==> src/rtl/queue_pkt_drain.sv <==
`default_nettype none
// ============================================================================
// Module   : queue_pkt_drain
// Purpose  : Drains a 32-bit first-word-fall-through queue, splits the word
//            stream into header-delimited packets and presents them on a
//            registered valid/ready stream with first/last markers. A stall
//            watchdog force-closes packets whose payload stops arriving.
// Ports    : clk, rst          - clock, synchronous active-high reset
//            q_dout, q_empty   - queue head word / queue empty
//            q_rd_en           - combinational pop strobe
//            out_valid/ready   - output handshake
//            out_data/first/last - output word and packet delimiters
//            err_timeout       - sticky, a packet was force-closed
//            pkt_count         - packets delivered (last word handshaked)
// Revision : 1.0 - initial release
// ============================================================================
module queue_pkt_drain #(
  parameter int          LEN_LSB  = 20,
  parameter int          LEN_W    = 6,
  parameter int          TIMEOUT  = 255,
  parameter logic [31:0] PAD_WORD = 32'h0
) (
  input  logic        clk,
  input  logic        rst,
  input  logic [31:0] q_dout,
  input  logic        q_empty,
  output logic        q_rd_en,
  output logic        out_valid,
  input  logic        out_ready,
  output logic [31:0] out_data,
  output logic        out_first,
  output logic        out_last,
  output logic        err_timeout,
  output logic [15:0] pkt_count
);

  localparam logic [7:0]       C_TIMEOUT = TIMEOUT[7:0];
  localparam logic [LEN_W-1:0] C_REM_ONE = LEN_W'(1);

  typedef enum logic [0:0] {
    HDR  = 1'b0,
    BODY = 1'b1
  } state_t;

  state_t            state_q, state_d;
  logic [LEN_W-1:0]  rem_q, rem_d;
  logic [7:0]        stall_q, stall_d;
  logic              out_valid_q, out_valid_d;
  logic [31:0]       out_data_q, out_data_d;
  logic              out_first_q, out_first_d;
  logic              out_last_q, out_last_d;
  logic              err_q, err_d;
  logic [15:0]       pkt_q, pkt_d;

  logic              w_slot_free;
  logic              w_ld;
  logic              w_pad;
  logic [LEN_W-1:0]  w_len;

  // The output register can take a new word when it is empty or its current
  // word is being accepted this very cycle.
  assign w_slot_free = !out_valid_q || out_ready;
  assign w_ld        = w_slot_free && !q_empty && !rst;
  // A real word always wins over the pad: if payload shows up exactly on the
  // timeout cycle it is loaded and the watchdog restarts.
  assign w_pad       = (state_q == BODY) && (stall_q == C_TIMEOUT) &&
                       w_slot_free && q_empty && !rst;
  assign w_len       = q_dout[LEN_LSB +: LEN_W];

  always_comb begin
    state_d     = state_q;
    rem_d       = rem_q;
    stall_d     = stall_q;
    out_valid_d = out_valid_q;
    out_data_d  = out_data_q;
    out_first_d = out_first_q;
    out_last_d  = out_last_q;
    err_d       = err_q;
    pkt_d       = pkt_q;

    if (out_valid_q && out_ready && out_last_q) begin
      pkt_d = pkt_q + 16'd1;
    end

    if (w_ld) begin
      out_valid_d = 1'b1;
      out_data_d  = q_dout;
      stall_d     = 8'd0;
      if (state_q == HDR) begin
        out_first_d = 1'b1;
        if (w_len == '0) begin
          // Header-only packet: closes immediately, next word is a header.
          out_last_d = 1'b1;
        end else begin
          out_last_d = 1'b0;
          rem_d      = w_len;
          state_d    = BODY;
        end
      end else begin
        out_first_d = 1'b0;
        out_last_d  = (rem_q == C_REM_ONE);
        rem_d       = rem_q - C_REM_ONE;
        if (rem_q == C_REM_ONE) begin
          state_d = HDR;
        end
      end
    end else if (w_pad) begin
      out_valid_d = 1'b1;
      out_data_d  = PAD_WORD;
      out_first_d = 1'b0;
      out_last_d  = 1'b1;
      err_d       = 1'b1;
      rem_d       = '0;
      stall_d     = 8'd0;
      state_d     = HDR;
    end else begin
      if (out_ready) begin
        out_valid_d = 1'b0;
      end
      // Only a starved queue counts; downstream backpressure leaves the
      // slot occupied and therefore does not advance the watchdog.
      if ((state_q == BODY) && w_slot_free && q_empty) begin
        stall_d = stall_q + 8'd1;
      end
    end
  end

  always_ff @(posedge clk) begin
    if (rst) begin
      state_q     <= HDR;
      rem_q       <= '0;
      stall_q     <= 8'd0;
      out_valid_q <= 1'b0;
      out_data_q  <= 32'h0;
      out_first_q <= 1'b0;
      out_last_q  <= 1'b0;
      err_q       <= 1'b0;
      pkt_q       <= 16'd0;
    end else begin
      state_q     <= state_d;
      rem_q       <= rem_d;
      stall_q     <= stall_d;
      out_valid_q <= out_valid_d;
      out_data_q  <= out_data_d;
      out_first_q <= out_first_d;
      out_last_q  <= out_last_d;
      err_q       <= err_d;
      pkt_q       <= pkt_d;
    end
  end

  assign q_rd_en     = w_ld;
  assign out_valid   = out_valid_q;
  assign out_data    = out_data_q;
  assign out_first   = out_first_q;
  assign out_last    = out_last_q;
  assign err_timeout = err_q;
  assign pkt_count   = pkt_q;

endmodule
`default_nettype wire

==> config.mk <==
export PLATFORM = sky130hd
export DESIGN_NAME = queue_pkt_drain
export DESIGN_NICKNAME = d
export VERILOG_FILES = /design/src/rtl/queue_pkt_drain.sv
export SDC_FILE = /design/constraint.sdc
export NUM_CORES = 1
export LEC_CHECK = 0
export BUFFER_PORTS_ARGS = -buffer_cell sky130_fd_sc_hd__buf_2
export CAP_MARGIN = 5
export CORE_ASPECT_RATIO = 0.8
export CORE_UTILIZATION = 53
export CTS_CLUSTER_SIZE = 28
export DETAILED_ROUTE_END_ITERATION = 12
export PLACE_DENSITY = 0.82
export SETUP_SLACK_MARGIN = 0.15
export SYNTH_ARGS = -nofsm -noshare
export SYNTH_HDL_FRONTEND = slang
export SYNTH_SLANG_ARGS = --single-unit
==> constraint.sdc <==
create_clock -name clk -period 3.87 [get_ports clk]
set_input_delay 0.1935 -clock clk [delete_from_list [all_inputs] [get_ports clk]]
set_output_delay 0.1935 -clock clk [all_outputs]
set_load 0.05 [all_outputs]
; ---- Word level (Yosys, flattened, before mapping)
; Index checks and enable logic that the tools add are counted.
[op_classes]
n_addsub = 3
n_eq_ne = 3
muxes = 20
n_bitwise = 1
reduce_logical = 20
[op_table]
columns = cell, n
row1 = $mux W32, 2
row2 = $mux W6, 4
row3 = $add A16 B1 Y16 const B, 1
row4 = $mux W1, 14
row5 = $logic_and A1 B1 Y1, 10
row6 = $add A8 B1 Y8 const B, 1
row7 = $eq A8 B8 Y1 const B, 1
row8 = $eq A6 B1 Y1 const B, 1
row9 = $logic_not A6 Y1, 1
row10 = $sub A6 B1 Y6 const B, 1
row11 = $reduce_and A2 Y1, 2
row12 = $logic_not A1 Y1, 3
row13 = $ne A3 B3 Y1 const B, 1
row14 = $reduce_bool A3 Y1, 1
row15 = $reduce_or A3 Y1, 1
row16 = $reduce_bool A2 Y1, 1
row17 = $logic_or A1 B1 Y1, 1
row18 = $not A1 Y1, 1
[totals]
reg_bits = 67
inputBits = 36
word_cells = 56

; ---- Longest topological paths before layout
[logic_depth]
depth_word = 7
mapped_depth = 8
depth_no_buf = 6

; ---- Worst setup path after synthesis
; No wires, ideal clock.
[synth_timing]
kind = register to register
start = reg pkt_q[2], in the netlist pkt_count[2]
end = reg pkt_q[15], in the netlist pkt_count[15]
setup_time_ps = 71
t_arrival_ps = 1914
required_time_ps = 3799
setup_slack_ps = 1885
stages_incl_launch_ff = 7
path_cell_list = dfxtp_1 > buf_4 > nand3_1 > or2_1 > buf_2 > or4_1 > a21oi_1
[synth_between]
elab_chain_cells = 1
[synth_lines]
columns = item, line_no
row1 = "start, declared", 53  ; logic [15:0] pkt_q, pkt_d;
row2 = "start signal, assigned", 148  ; pkt_q <= pkt_d;
row3 = $add A16 B1 Y16, 82  ; pkt_d = pkt_q + 16'd1;
; No other way between the ends.
; A chain may end at the register's enable or synchronous reset.

; ---- Worst setup path after layout
[layout_timing]
start = reg out_valid_q, in the netlist out_valid
end = out q_rd_en
[layout_between]
elab_chain_cells = 4
[layout_lines]
columns = item, line_no
row1 = "start, declared", 48  ; logic out_valid_q, out_valid_d;
row2 = "start signal, assigned", 143  ; out_valid_q <= out_valid_d;
row3 = $logic_not A1 Y1, 62  ; assign w_slot_free = !out_valid_q || out_ready;
row4 = $logic_or A1 B1 Y1, 62
row5 = $logic_and A1 B1 Y1 (2 in series), 63  ; assign w_ld = w_slot_free && !q_empty && !rst;
row6 = "end, declared", 27  ; output logic q_rd_en,
; No other way between the ends.

==> qor.csv <==
stage;metric;value;unit
placed_design;dp_hpwl;4180;um
logic_synthesis;synth_edf_count;0;
sta;hold_viol;0;
sta;tightestPinTransition;0.615;ns
logic_synthesis;synthFlopType;dfxtp_1;
sta;tns;0;ns
sta;maxSlewViolCount;0;
critical_path;r2r-start;out_valid$_SDFFE_PP0P_;
floorplan;core-area;0.00473;mm^2
clocking;postCtsSetupBuffers;0;
drt;viasPerCell;5.58;
critical_path;path_class;flop to output pin;
drt;dr.pass1.iters;4;
layout;n_antenna_cell;0;
clocking;clk_pin_slew;0.08;ns
drt;drtIter0Drc;107;
global_routing;grtUsageTotal;0.240;
logic_synthesis;syn_area_per_cell;10.2;um^2
layout;syn2layout_area_growth;25.7;%
pwr;pwr_density_cell;494;mW/mm^2
critical_path;required;3.68;ns
drt;ant_nets;0;
drt;routedWlPerCell;14.5;um
logic_synthesis;synth_nets;304;
pwr;clkPwrFrac;0.417;
global_routing;grt_pass1_wl;9650;um
pwr;seqPwrFrac;0.450;
sta;rsz0062_at_grt;false;
clocking;cts_buffers;9;
floorplan;io_pins;89;
hold_path;worstHoldEndpoint;out_data[16]$_SDFFE_PP0P_;
layout;layout-drive-gt1-share;0.330;
clocking;cts_root_buf;clkbuf_8;
placed_design;io_buffers;88;
critical_path;end_kind;output pin;
pwr;p_int;1.22;mW
clocking;clockBufferDepth;2;
clocking;cts_tree;yes;
sta;skew;0.00905;ns
logic_synthesis;yosysWarnings;0;
pwr;p_total;1.66;mW
global_routing;antenna_found_initial;0;
critical_path;arrival;2.58;ns
pwr;power_switching;0.444;mW
sta;slew_headroom;0.590;
logic_synthesis;ys_seq_elements;67;
clocking;clk_latency;0.35;ns
sta;fin_crit_sh;0.717;
logic_synthesis;synth_top_area_cell;dfxtp_1;
hold_path;hp-class;primary input to flop;
sta;holdWs;0.0556;ns
layout;instances_no_fill;415;
sta;min_period;2.77;ns
logic_synthesis;ys_async_sr_fraction;0;
pwr;swShare;0.267;
global_routing;grt_pass1_vias;2116;
run_status;outcome;completed;
layout;final_cell_mix;buf_2, dfxtp_1, a22o_1;
clocking;cts-hold-fix-buffers;0;
hold_path;min_from;q_dout[16];
floorplan;core.rowCount;22;
logic_synthesis;synthCells;264;
global_routing;grt_overflow;0;
logic_synthesis;ys_seq_area_frac;0.500;
logic_synthesis;synth_top_area_share;0.500;
clocking;cts_resized;0;
drt;vias;2314;
placed_design;dp_cells;399;
floorplan;dieArea;0.00535;mm^2
clocking;clock_sinks;67;
hold_path;min_path_cells;2;
layout;final_nets;390;
critical_path;r2r-end;state_q$_SDFFE_PP0P_;
pwr;ir_drop;0.376;mV
pwr;pwr-share-comb;0.133;
flow_run;drv_cap;0;
drt;drc;0;
sta;setup-violations-final;0;
floorplan;die_h;65.6;um
logic_synthesis;synth_area_leaders;dfxtp_1, a22o_1, xnor2_1;
logic_synthesis;synth_area;0.00268;mm^2
placed_design;gp_congestion;0.764;
critical_path;reg2regPathDepth;5;
critical_path;start_kind;flop;
clocking;h-tree-depth;3;
pwr;p_leak;1.46;nW
layout;layout_commonest_cell;buf_2;
logic_synthesis;synth.distinct_cells;49;
sta;max_freq;361;MHz
floorplan;fp.dieW;81.5;um
drt;drt-total-wl;6010;um
critical_path;ff2ff_setup_slack;1.38;ns
floorplan;start_util;0.566;
global_routing;grt_max_degree;37;
critical_path;crit_fanout;36;
## layout make-up
type,instances,area [um^2]
timing repair buffer,89,448
sequential,67,1340
inverter,6,23.8
fill,368,1370
multi-input combinational,177,1240
tap,60,75.1
clock buffer,9,124
clock inverter,7,116
## worst max path at each step
stage                                    startpoint                          to  slack (ns)  cells after the start
after CTS                    out_valid$_SDFFE_PP0P_                     q_rd_en        1.14                      4
final                        out_valid$_SDFFE_PP0P_                     q_rd_en        1.10                      4
after global routing         out_valid$_SDFFE_PP0P_                     q_rd_en        0.94                      4
after floorplan           pkt_count[2]$_SDFFE_PP0P_  pkt_count[15]$_SDFFE_PP0P_        1.89                      6
after detailed placement     out_valid$_SDFFE_PP0P_       out_last$_SDFFE_PP0P_        1.48                      5
after global placement       out_valid$_SDFFE_PP0P_       out_last$_SDFFE_PP0P_        1.58                      5
## power groups by stage
| stage | logic [mW] | registers [mW] | clock network, mW |
|---|---|---|---|
| after floorplan | 0.0852 | 0.837 | 0 |
| after global placement | 0.217 | 0.761 | 0 |
| after detailed placement | 0.220 | 0.763 | 0 |
| after CTS | 0.223 | 0.747 | 0.700 |
| after global routing | 0.237 | 0.752 | 0.731 |
| final | 0.222 | 0.748 | 0.693 |
## worst max-delay path, cell delays in order, from the launching register on
cell      delay (ns)
dfxtp_1         0.40
nor2b_1         0.54
or3_1           0.41
clkinv_2        0.49
buf_2           0.39
## metrics by stage
| stage | worst slack [ns] | area (um^2) | utilization |
|---|---|---|---|
| final | 1.10 | 3370 | 0.711 |
| after global routing | 0.938 | 3370 | 0.711 |
| after detailed placement | 1.48 | 3130 | 0.661 |
| after CTS | 1.14 | 3370 | 0.711 |
| after floorplan | 1.89 | 2680 | - |
| after global placement | 1.58 | 3130 | 0.661 |
## state kept, by name, indices dropped and copies added (netlist names)
register,cells
err_timeout,1
stall_q,8
rem_q,6
out_valid,1
out_data,32
pkt_count,16
out_last,1
state_q,1
out_first,1
## synth_stat cells, types with 2 or more instances
library cell / n
nand4_1: 5
o32ai_1: 2
a22o_1: 33
o31ai_1: 3
and4_1: 2
buf_2: 6
a21oi_1: 11
xor2_1: 6
o2bb2ai_1: 2
dfxtp_1: 67
nand3_1: 7
or4_1: 4
nor4b_1: 3
xnor2_1: 11
clkbuf_1: 5
nand2_1: 14
o21ai_0: 10
a211o_1: 2
nor3_1: 5
buf_4: 2
inv_1: 5
nor2_1: 19
ha_1: 4
or3_1: 9
mux2i_1: 3
## layer usage
metal | vias to the layer above | part of all wire | GRT usage
li1 | 1149 | - | -
met1 | 1095 | 0.46 | 0.300
met2 | 55 | 0.47 | 0.375
met3 | 15 | 0.049 | 0.0833
met4 | 0 | 0.018 | 0.0960
met5 | - | 0 | 0
## kinds of logic after synthesis
| group | after synthesis | share of synthesized area |
|---|---|---|
| AO/OA/AOI/OAI | 71 | 0.200 |
| XOR/XNOR | 17 | 0.0556 |
| buffers and inverters | 20 | 0.0369 |
| adder cells (fa/ha/maj) | 4 | 0.0187 |
| multiplexers | 3 | 0.0112 |
| AND/OR/NAND/NOR | 82 | 0.177 |
| flip-flops | 67 | 0.500 |
No activity file was read; power rests on OpenSTA's default activity.
